**config.mk**
```make
export PLATFORM = sky130hd
export DESIGN_NAME = sorted_mem_drain
export DESIGN_NICKNAME = d
export VERILOG_FILES = /design/src/rtl/sort_pkg.sv /design/src/rtl/sorted_mem_drain.sv
export SDC_FILE = /design/constraint.sdc
export NUM_CORES = 1
export LEC_CHECK = 0
export ABC_AREA = 0
export CELL_PAD_IN_SITES_DETAIL_PLACEMENT = 1
export CELL_PAD_IN_SITES_GLOBAL_PLACEMENT = 1
export CORE_ASPECT_RATIO = 2
export CORE_MARGIN = 2
export CORE_UTILIZATION = 33
export CTS_CLUSTER_DIAMETER = 30
export DETAILED_ROUTE_END_ITERATION = 6
export GPL_ROUTABILITY_DRIVEN = 1
export HOLD_SLACK_MARGIN = 0.03
export MAX_ROUTING_LAYER = met4
export PLACE_DENSITY_LB_ADDON = 0.1
export SETUP_SLACK_MARGIN = 0.2
export SYNTH_ARGS = -nofsm -noshare
export SYNTH_HDL_FRONTEND = slang
export SYNTH_SLANG_ARGS = --single-unit
```
**constraint.sdc**
```tcl
create_clock -name clk -period 2.4 [get_ports clk]
set_clock_uncertainty 0.2 [all_clocks]
set_input_delay 0.48 -clock clk [delete_from_list [all_inputs] [get_ports clk]]
set_output_delay 0.48 -clock clk [all_outputs]
set_load 0.01 [all_outputs]
```
**src/rtl/sort_pkg.sv**
```systemverilog
// rtl/sort_pkg.sv - shared sorter parameters and drain FSM encoding
package sort_pkg;

  localparam int DEF_DATA_W = 8;
  localparam int DEF_ADDR_W = 4;
  localparam int DEF_DEPTH  = 16;

  typedef enum logic [2:0] {
    ST_IDLE = 3'd0,
    ST_RD   = 3'd1,
    ST_CAP  = 3'd2,
    ST_OUT  = 3'd3,
    ST_FIN  = 3'd4
  } drain_state_e;

endpackage

```
**src/rtl/sorted_mem_drain.sv**
```systemverilog
// rtl/sorted_mem_drain.sv - streams sorted RAM 0..DEPTH-1 out, flags first descending pair
module sorted_mem_drain
  import sort_pkg::*;
#(
  parameter int DATA_W = DEF_DATA_W,
  parameter int ADDR_W = DEF_ADDR_W,
  parameter int DEPTH  = DEF_DEPTH
) (
  input  logic              clk,
  input  logic              rst,
  input  logic              start,
  output logic              mem_rd_en,
  output logic [ADDR_W-1:0] mem_addr,
  input  logic [DATA_W-1:0] mem_rdata,
  output logic [DATA_W-1:0] out_data,
  output logic              out_valid,
  input  logic              out_ready,
  output logic              out_last,
  output logic              busy,
  output logic              done,
  output logic              order_err,
  output logic [ADDR_W-1:0] err_addr
);

  localparam logic [ADDR_W-1:0] LAST_IDX = ADDR_W'(DEPTH - 1);

  drain_state_e      state_q, state_d;
  logic [ADDR_W-1:0] idx_q, idx_d;
  logic [DATA_W-1:0] prev_q, prev_d;
  logic [DATA_W-1:0] data_q, data_d;
  logic              err_q, err_d;
  logic [ADDR_W-1:0] err_addr_q, err_addr_d;
  logic              is_last;
  logic              accept;

  assign is_last = (idx_q == LAST_IDX);
  assign accept  = (state_q == ST_OUT) && out_ready;

  always_ff @(posedge clk) begin
    if (!rst) begin
      state_q <= ST_IDLE;
    end else begin
      state_q <= state_d;
    end
  end

  always_comb begin
    state_d = state_q;
    case (state_q)
      ST_IDLE: if (start) state_d = ST_RD;
      ST_RD:   state_d = ST_CAP;
      ST_CAP:  state_d = ST_OUT;
      ST_OUT:  if (accept) state_d = is_last ? ST_FIN : ST_RD;
      ST_FIN:  state_d = ST_IDLE;
      default: state_d = ST_IDLE;
    endcase
  end

  always_comb begin
    mem_rd_en = (state_q == ST_RD);
    mem_addr  = (state_q == ST_RD) ? idx_q : '0;
    out_valid = (state_q == ST_OUT);
    out_last  = (state_q == ST_OUT) && is_last;
    busy      = (state_q != ST_IDLE);
    done      = (state_q == ST_FIN);
  end

  // Datapath: only the first descending pair of a drain is recorded.
  always_comb begin
    idx_d      = idx_q;
    prev_d     = prev_q;
    data_d     = data_q;
    err_d      = err_q;
    err_addr_d = err_addr_q;
    case (state_q)
      ST_IDLE: begin
        if (start) begin
          idx_d      = '0;
          err_d      = 1'b0;
          err_addr_d = '0;
        end
      end
      ST_CAP: begin
        data_d = mem_rdata;
        prev_d = mem_rdata;
        if ((idx_q != '0) && (mem_rdata < prev_q) && !err_q) begin
          err_d      = 1'b1;
          err_addr_d = idx_q;
        end
      end
      ST_OUT: begin
        if (accept && !is_last) idx_d = idx_q + 1'b1;
      end
      default: ;
    endcase
  end

  always_ff @(posedge clk) begin
    if (!rst) begin
      idx_q      <= '0;
      prev_q     <= '0;
      data_q     <= '0;
      err_q      <= 1'b0;
      err_addr_q <= '0;
    end else begin
      idx_q      <= idx_d;
      prev_q     <= prev_d;
      data_q     <= data_d;
      err_q      <= err_d;
      err_addr_q <= err_addr_d;
    end
  end

  assign out_data  = data_q;
  assign order_err = err_q;
  assign err_addr  = err_addr_q;

endmodule
```
; Yosys cells after proc, flatten, opt, wreduce, memory -nomap -nowiden
; Cells that the tools add are included.
; W data, S select, Z words.
[word_totals]
reg_bits = 20
in_bits = 12
elab_cells = 44
[op_classes]
addsub = 1
n_lt_le_gt_ge = 1
n_eq_ne = 9
mux = 13
reduce_logical = 15
[ops]
columns = cell, n
row1 = $mux W4, 4
row2 = $pmux W4 S2, 2
row3 = $pmux W3 S4, 1
row4 = $mux W3, 3
row5 = $lt A8 B8 Y1, 1
row6 = $eq A3 B2 Y1 const B, 2
row7 = $reduce_and A3 Y1, 2
row8 = $logic_and A1 B1 Y1, 5
row9 = $add A4 B1 Y4 const B, 1
row10 = $eq A4 B4 Y1 const B, 1
row11 = $ne A2 B1 Y1 const B, 2
row12 = $ne A2 B2 Y1 const B, 2
row13 = $reduce_bool A2 Y1, 2
row14 = $reduce_bool A4 Y1, 1
row15 = $eq A3 B1 Y1 const B, 1
row16 = $eq A3 B3 Y1 const B, 1
row17 = $logic_not A3 Y1, 1
row18 = $reduce_bool A3 Y1, 1
row19 = $logic_not A1 Y1, 2
row20 = $mux W1, 2
row21 = $pmux W1 S2, 1
row22 = $reduce_and A2 Y1, 1

; Longest topological paths before layout
; Gate-level depths: netlist (run 1).
[depth]
ltp_word = 5
depth_mapped = 7
depth_no_buf = 7

; Worst setup path before layout (run 1)
; Ideal clock, no wire load.
[synth_path]
path_type = input to register
start = in mem_rdata[3]
end = reg err_addr_q[0], in the netlist err_addr[0]
setup_ns = 0.101
arrival_time_ns = 1.733
t_required_ns = 2.099
slack_ns = 0.366
path_stages = 5
path_buffers = 0
cell_sequence = ha_1 > a211oi_1 > a31oi_4 > or2_4 > o41ai_1
[synth_via]
elab_chain_cells = 5
[synth_rtl]
columns = element, line
row1 = "start, declared", sorted_mem_drain.sv:14  ; input logic [DATA_W-1:0] mem_rdata,
row2 = $lt A8 B8 Y1, sorted_mem_drain.sv:86  ; if ((idx_q != '0) && (mem_rdata < prev_q) && !err_q) begin
row3 = $logic_and A1 B1 Y1 (2 in series), sorted_mem_drain.sv:86
row4 = $ne A2 B2 Y1 (no source line), n/a
row5 = $reduce_and A3 Y1 (no source line), n/a
row6 = "end signal, assigned", sorted_mem_drain.sv:110  ; err_addr_q <= err_addr_d;
row7 = "end, declared", sorted_mem_drain.sv:32  ; logic [ADDR_W-1:0] err_addr_q, err_addr_d;
; Every way passes these cells.
; A chain may end at the register's enable or synchronous reset.

; Final worst setup path (run 1)
[layout_path]
start = in mem_rdata[6]
end = reg err_addr_q[1], in the netlist err_addr[1]
; Same word-level chain as after synthesis.

==> run_results.csv, run 1 <==
group,metric,value,unit
clocking,cts_max_path_buffers,2,
placed_design,dp_cells,213,
routing,dr_total_vias,1128,
worst_setup_path,rrSetupSlack,370,ps
worst_setup_path,r2r_end,"err_addr[1]$_SDFFE_PN0P_",
timing,setup_viol,0,
hold_path,hold_path_class,"reg2reg",
synthesis,synth_top_area_share,35.6,%
global_route,grt_pass1_wl,5890,um
routing,drcViolationCount,0,
routing,antenna_left,0,
timing,setup_tns,0,ps
global_route,antenna_found_initial,0,
placed_design,place_ws,-182,ps
synthesis,synth_area_per_cell,8.51,sq um
synthesis,ys_ff_latch,20,
worst_setup_path,worstPathCellList,"clkdlybuf4s50_1 -> ha_1 -> a211oi_2 -> buf_4 -> nand3_4 -> buf_4 -> o211ai_1 -> o41ai_2",
worst_setup_path,r2r-start,"out_data[4]$_SDFFE_PN0P_",
synthesis,ys_types,38,
layout,areaGrowthSynthToFinish,56.2,%
worst_setup_path,critPathMostFrequentCell,"buf_4",
power_and_ir_drop,power.leakage,0.000749,uW
timing,fin_hold_ws,269,ps
timing,tightest_slew,539,ps
clocking,clk_pin_slew,80,ps
worst_setup_path,cp_max_fo,4,
routing,initialDrtViolationCount,9,
worst_setup_path,startpoint,"mem_rdata[6]",
synthesis,synth_area,1120,sq um
clocking,clk_latency,260,ps
clocking,htreeDepth,1,
worst_setup_path,cp-end-kind,"flop",
timing,max_freq,468,MHz
worst_setup_path,arrival,2080,ps
floorplanning,start_util,33.6,%
floorplanning,core,3340,sq um
floorplanning,num_io_pins,34,
floorplanning,die_area,3920,sq um
synthesis,synth_nets,153,
layout,num_antenna_cells,0,
floorplanning,row_count,30,
clocking,holdBufCountCts,0,
timing,finalHoldViolCount,0,
layout,final_nets,207,
worst_setup_path,critPathSlowestCell,"clkdlybuf4s50_1",
timing,timing.final.crit_share,89.0,%
routing,firstDrtPassIters,2,
worst_setup_path,crit_type,"in2reg",
power_and_ir_drop,p_per_area,535,nW/um^2
clocking,cts_tree,"done",
clocking,cts_buffers,3,
layout,layout-drive-gt1-share,23.2,%
global_route,grt_max_degree,14,
timing,slew_violations,0,
global_route,grt_use_met3,1.88,%
synthesis,postSynthCellCount,132,
clocking,cts_root_buffer,"clkbuf_8",
synthesis,synth-edff-count,0,
synthesis,ys_seq_area_share,35.6,%
timing,rsz0062_at_grt,"false",
flow_run,max-cap-violations,0,
synthesis,yosysTopAreaCell,"dfxtp_1",
synthesis,synthTopCellsByArea,"dfxtp_1 36%, ha_1 10%, nand2_1 8.0%",
global_route,met1_usage,22.3,%
worst_setup_path,slowest_delay,440,ps
floorplanning,die_w,45.3,um
routing,wire_per_inst,15.6,um
power_and_ir_drop,ir_worst_vdd,0.462,mV
global_route,met2_usage,37.7,%
placed_design,hpwl,2600,um
status,status,"finished, final reports clean",
synthesis,synth.most_common_cell,"nand2_1",
timing,fin_ws,265,ps
global_route,top_usage_layer,"met2",
global_route,grt_use_total,20.8,%
layout,final_cells,217,
synthesis,synthArstFlopShare,0,%
placed_design,port_buffers,33,
clocking,clock_sinks,20,
timing,relSlewSlack,64.0,%
worst_setup_path,endpoint,"err_addr[1]$_SDFFE_PN0P_",
global_route,gr-total-overflow,0,
synthesis,synth_commonest_cells,"24 x nand2_1, 20 x dfxtp_1, 11 x inv_1",
synthesis,synthFlopType,"dfxtp_1",
synthesis,yosysWarnings,0,
worst_setup_path,crit_required,2340,ps
placed_design,dpl_cell_area,1620,sq um
timing,timing.final.crit_period,2130,ps
layout,fin_area,1760,sq um
global_route,grt_pass1_vias,1252,
floorplanning,die_y,86.5,um
worst_setup_path,start_kind,"primary input",
routing,vias_per_cell,5.20,
placed_design,place_congestion,0.760,
routing,drt-total-wl,3390,um
worst_setup_path,worstRegToRegCells,9,
metrics by stage:
stage,util [%],total power [uW]
2_1_floorplan,-,473
3_3_place_gp,48.6,588
3_5_place_dp,48.6,594
4_1_cts,51.8,946
5_1_grt,52.5,988
6_report,52.5,938
state kept, by name (all words and copies together), names as in the netlist:
| name | count |
|---|---|
| state_q | 3 |
| out_data | 8 |
| err_addr | 4 |
| idx_q | 4 |
| order_err | 1 |
layer usage:
metal  vias to the layer above  part of all wire (%)
li1                        563                     -
met1                       536                    37
met2                        24                    59
met3                         5                   2.8
met4                         0                   1.4
met5                         -                     0
timing repair:
item                       CTS  global route
setup endpoints to repair   13             7
pin swaps                    8             1
resized for setup           21             5
setup buffers                0             0
power by group:
part,total (uW),switching (uW),internal [uW]
Combinational,233,111,122
Clock,344,121,223
Sequential,361,13.6,347
cell usage in the layout, fill, tap and decap left out, types with 2 or more instances in the layout:
master,synthesis,final
nand2_1,24,24
buf_4,0,20
clkdlybuf4s50_1,0,19
dfxtp_1,20,18
inv_1,11,11
dlygate4sd2_1,0,11
a21oi_1,9,9
nor2_1,7,7
and2_1,6,6
ha_1,9,6
o211ai_1,5,5
nand3_1,3,3
o21ai_0,3,3
clkbuf_8,0,3
dlymetal6s2s_1,0,3
nand2b_1,2,2
o41ai_2,1,2
xor2_1,2,2
a211oi_2,0,2
ha_4,0,2
dfxtp_2,0,2
worst max-delay path: cells and delay by family:
kind | cells | cell delay (ps)
AOI/OAI and AO/OA | 3 | 570
adders and majority gates | 1 | 220
buffers and inverters | 3 | 740
and+or+nand+nor | 1 | 70
cell type report:
cell class | instances | area, sq um
Clock buffer | 3 | 41.3
Clock inverter | 1 | 30.0
Fill cell | 411 | 1590
Inverter | 11 | 41.3
Multi-Input combinational cell | 96 | 714
Sequential cell | 20 | 403
Tap cell | 32 | 40.0
Timing Repair Buffer | 54 | 485
how the worst min path moves through the flow:
stage                     cells past startpoint                  endpoint                     start  slack (ps)
final                                         2  out_data[0]$_SDFFE_PN0P_  out_data[0]$_SDFFE_PN0P_         270
after global routing                          2  out_data[4]$_SDFFE_PN0P_  out_data[4]$_SDFFE_PN0P_         310
after CTS                                     2  out_data[0]$_SDFFE_PN0P_  out_data[0]$_SDFFE_PN0P_         280
after detailed placement                      2  out_data[0]$_SDFFE_PN0P_  out_data[0]$_SDFFE_PN0P_         270
after global placement                        2  out_data[5]$_SDFFE_PN0P_  out_data[5]$_SDFFE_PN0P_         260
after floorplan                               2  out_data[0]$_SDFFE_PN0P_  out_data[0]$_SDFFE_PN0P_         290
kinds of logic after synthesis:
logic type,share of synthesized area (%)
AOI/OAI and AO/OA,18.9
DFF,35.6
and+or+nand+nor,26.8
adders and majority gates,10.0
xor gates and xnor gates,2.34
buffers and inverters,6.24
Note: power is estimated with default switching activity, not from simulation.
==> run 2, diff against run 1 <==
--- a/config.mk
+++ b/config.mk
@@ -13,7 +13,7 @@
 export CORE_UTILIZATION = 33
 export CTS_CLUSTER_DIAMETER = 30
 export DETAILED_ROUTE_END_ITERATION = 6
-export GPL_ROUTABILITY_DRIVEN = 1
+export GPL_TIMING_DRIVEN = 0
 export HOLD_SLACK_MARGIN = 0.03
 export MAX_ROUTING_LAYER = met4
 export PLACE_DENSITY_LB_ADDON = 0.1
==> run 2 against run 1 <==
Worst setup slack lost 60 ps. Non-clock buffer count shrank 14. Critical path type is now reg2out. Largest cell class unchanged. Power shrank 15%. Clock power shrank 35%. Fmax shrank 2.7%. Via count shrank 3.6%. Critical endpoint is now out_last.
==> run_results.csv, run 2 (same netlist as run 1, synthesis figures left out) <==
group,metric,value,unit
power_and_ir_drop,p_int,560,uW
worst_setup_path,r2r-start,"out_data[4]$_SDFFE_PN0P_",
clocking,cts_root_buffer,"clkbuf_8",
layout,num_antenna_cells,0,
layout,areaGrowthSynthToFinish,45.9,%
global_route,gr-total-overflow,0,
placed_design,dpl_cell_area,1490,sq um
clocking,cts_max_path_buffers,2,
hold_path,hold_end,"out_data[3]$_SDFFE_PN0P_",
worst_setup_path,worstRegToRegCells,8,
global_route,grt_max_degree,11,
timing,relSlewSlack,65.6,%
power_and_ir_drop,clock_power_share,28.0,%
hold_path,whs_path_depth,2,
floorplanning,die_w,45.3,um
floorplanning,num_io_pins,34,
layout,layout_commonest_cell,"nand2_1",
routing,antenna_left,0,
worst_setup_path,cp_max_fo,5,
status,status,"finished, final reports clean",
layout,largest_register_ff_count,8,
placed_design,place_ws,-264,ps
global_route,grt_use_total,18.9,%
worst_setup_path,crit_required,1720,ps
placed_design,hpwl,2410,um
clocking,cts_tree,"done",
power_and_ir_drop,ir_worst_vdd,0.294,mV
timing,finalHoldViolCount,0,
flow_run,max-cap-violations,0,
power_and_ir_drop,switching_share,29.4,%
floorplanning,die_area,3920,sq um
global_route,antenna_found_initial,0,
layout,layout-drive-gt1-share,16.5,%
worst_setup_path,cp-end-kind,"output pin",
placed_design,place_congestion,0.834,
worst_setup_path,rrSetupSlack,370,ps
routing,vias_per_cell,5.38,
timing,slew_violations,0,
routing,initialDrtViolationCount,7,
global_route,grt_pass1_wl,5420,um
clocking,clk_pin_slew,70,ps
timing,fin_ws,205,ps
clocking,clk_latency,260,ps
routing,drt-total-wl,3110,um
timing,fin_hold_ws,277,ps
timing,tightest_slew,516,ps
worst_setup_path,arrival,1510,ps
worst_setup_path,crit_type,"reg2out",
layout,most-common-layout-cells,"24 x nand2_1, 19 x clkdlybuf4s50_1, 18 x dfxtp_1",
worst_setup_path,start_kind,"flop",
routing,firstDrtPassIters,3,
routing,wire_per_inst,15.4,um
placed_design,port_buffers,33,
routing,dr_total_vias,1087,
hold_path,holdCritStartpoint,"out_data[3]$_SDFFE_PN0P_",
floorplanning,die_y,86.5,um
timing,timing.final.crit_period,2190,ps
power_and_ir_drop,p_per_area,484,nW/um^2
timing,setup_tns,0,ps
hold_path,hold_path_class,"reg2reg",
timing,max_freq,456,MHz
clocking,htreeDepth,1,
worst_setup_path,r2r_end,"err_addr[2]$_SDFFE_PN0P_",
routing,drcViolationCount,0,
clocking,cts_buffers,3,
global_route,grt_pass1_vias,1178,
floorplanning,start_util,33.6,%
timing,rsz0062_at_grt,"true",
power_and_ir_drop,power.leakage,0.000643,uW
layout,fillCellCount,397,
timing,timing.final.crit_share,91.4,%
layout,final_nets,193,
timing,setup_viol,0,
floorplanning,core,3340,sq um
power_and_ir_drop,p_sw,234,uW
power_and_ir_drop,seq_power_share,45.3,%
clocking,holdBufCountCts,0,
floorplanning,row_count,30,
layout,fin_area,1640,sq um
power_and_ir_drop,p_comb_share,26.6,%
clocking,clock_sinks,20,
run 2: what timing repair did:
item	4_1_cts	5_1_grt
endpoints found under the setup margin	14	8
buffers inserted	2	0
pin swaps	12	3
resized for setup	28	6
run 2: area by class of cell:
cell class	count	area (sq um)	area share, %
plain buffers	5	33.8	2.06
clock buffers	3	41.3	2.52
inverters	11	41.3	2.52
multi-input cells	96	748	45.6
flip-flops and latches	20	403	24.6
well taps	32	40.0	2.44
repair buffers	35	332	20.2
run 2: worst max-delay path by stage:
stage                                        from                  endpoint
after floorplan                      mem_rdata[3]  err_addr[0]$_SDFFE_PN0P_
final                       idx_q[0]$_SDFFE_PN0P_                  out_last
after global placement               mem_rdata[3]  err_addr[1]$_SDFFE_PN0P_
after detailed placement             mem_rdata[3]  err_addr[1]$_SDFFE_PN0P_
after CTS                 state_q[1]$_SDFFE_PN0P_               mem_addr[2]
after global routing        idx_q[0]$_SDFFE_PN0P_                  out_last
run 2: routing by layer:
layer / wire (um) / vias up / GRT usage [%] / part of all wire (%)
met5: 0 / - / - / 0
met4: 53 / 0 / 6.42 / 1.7
met3: 69 / 5 / 2.08 / 2.2
met2: 1830 / 24 / 33.8 / 59
met1: 1160 / 526 / 20.7 / 37
li1: - / 532 / - / -
run 2: metrics by stage:
step / power (uW) / instances / util, %
finish: 793 / 202 / 49.1
global route: 838 / 202 / 49.1
global placement: 551 / 197 / 44.7
floorplan: 473 / 132 / -
CTS: 797 / 202 / 48.4
detailed placement: 555 / 197 / 44.7
run 2: power by group through the flow:
stage	clock network, uW	registers (uW)	logic [uW]
after floorplan	0	368	105
after global placement	0	365	186
after detailed placement	0	366	189
after CTS	227	359	211
after global routing	242	362	234
final	222	360	211
run 2: worst max-delay path, cell delays in order, from the launching register on:
cell and delay (ps):
dfxtp_2 390, ha_2 210, nand3_1 120, nor3_1 230, dlygate4sd2_1 300
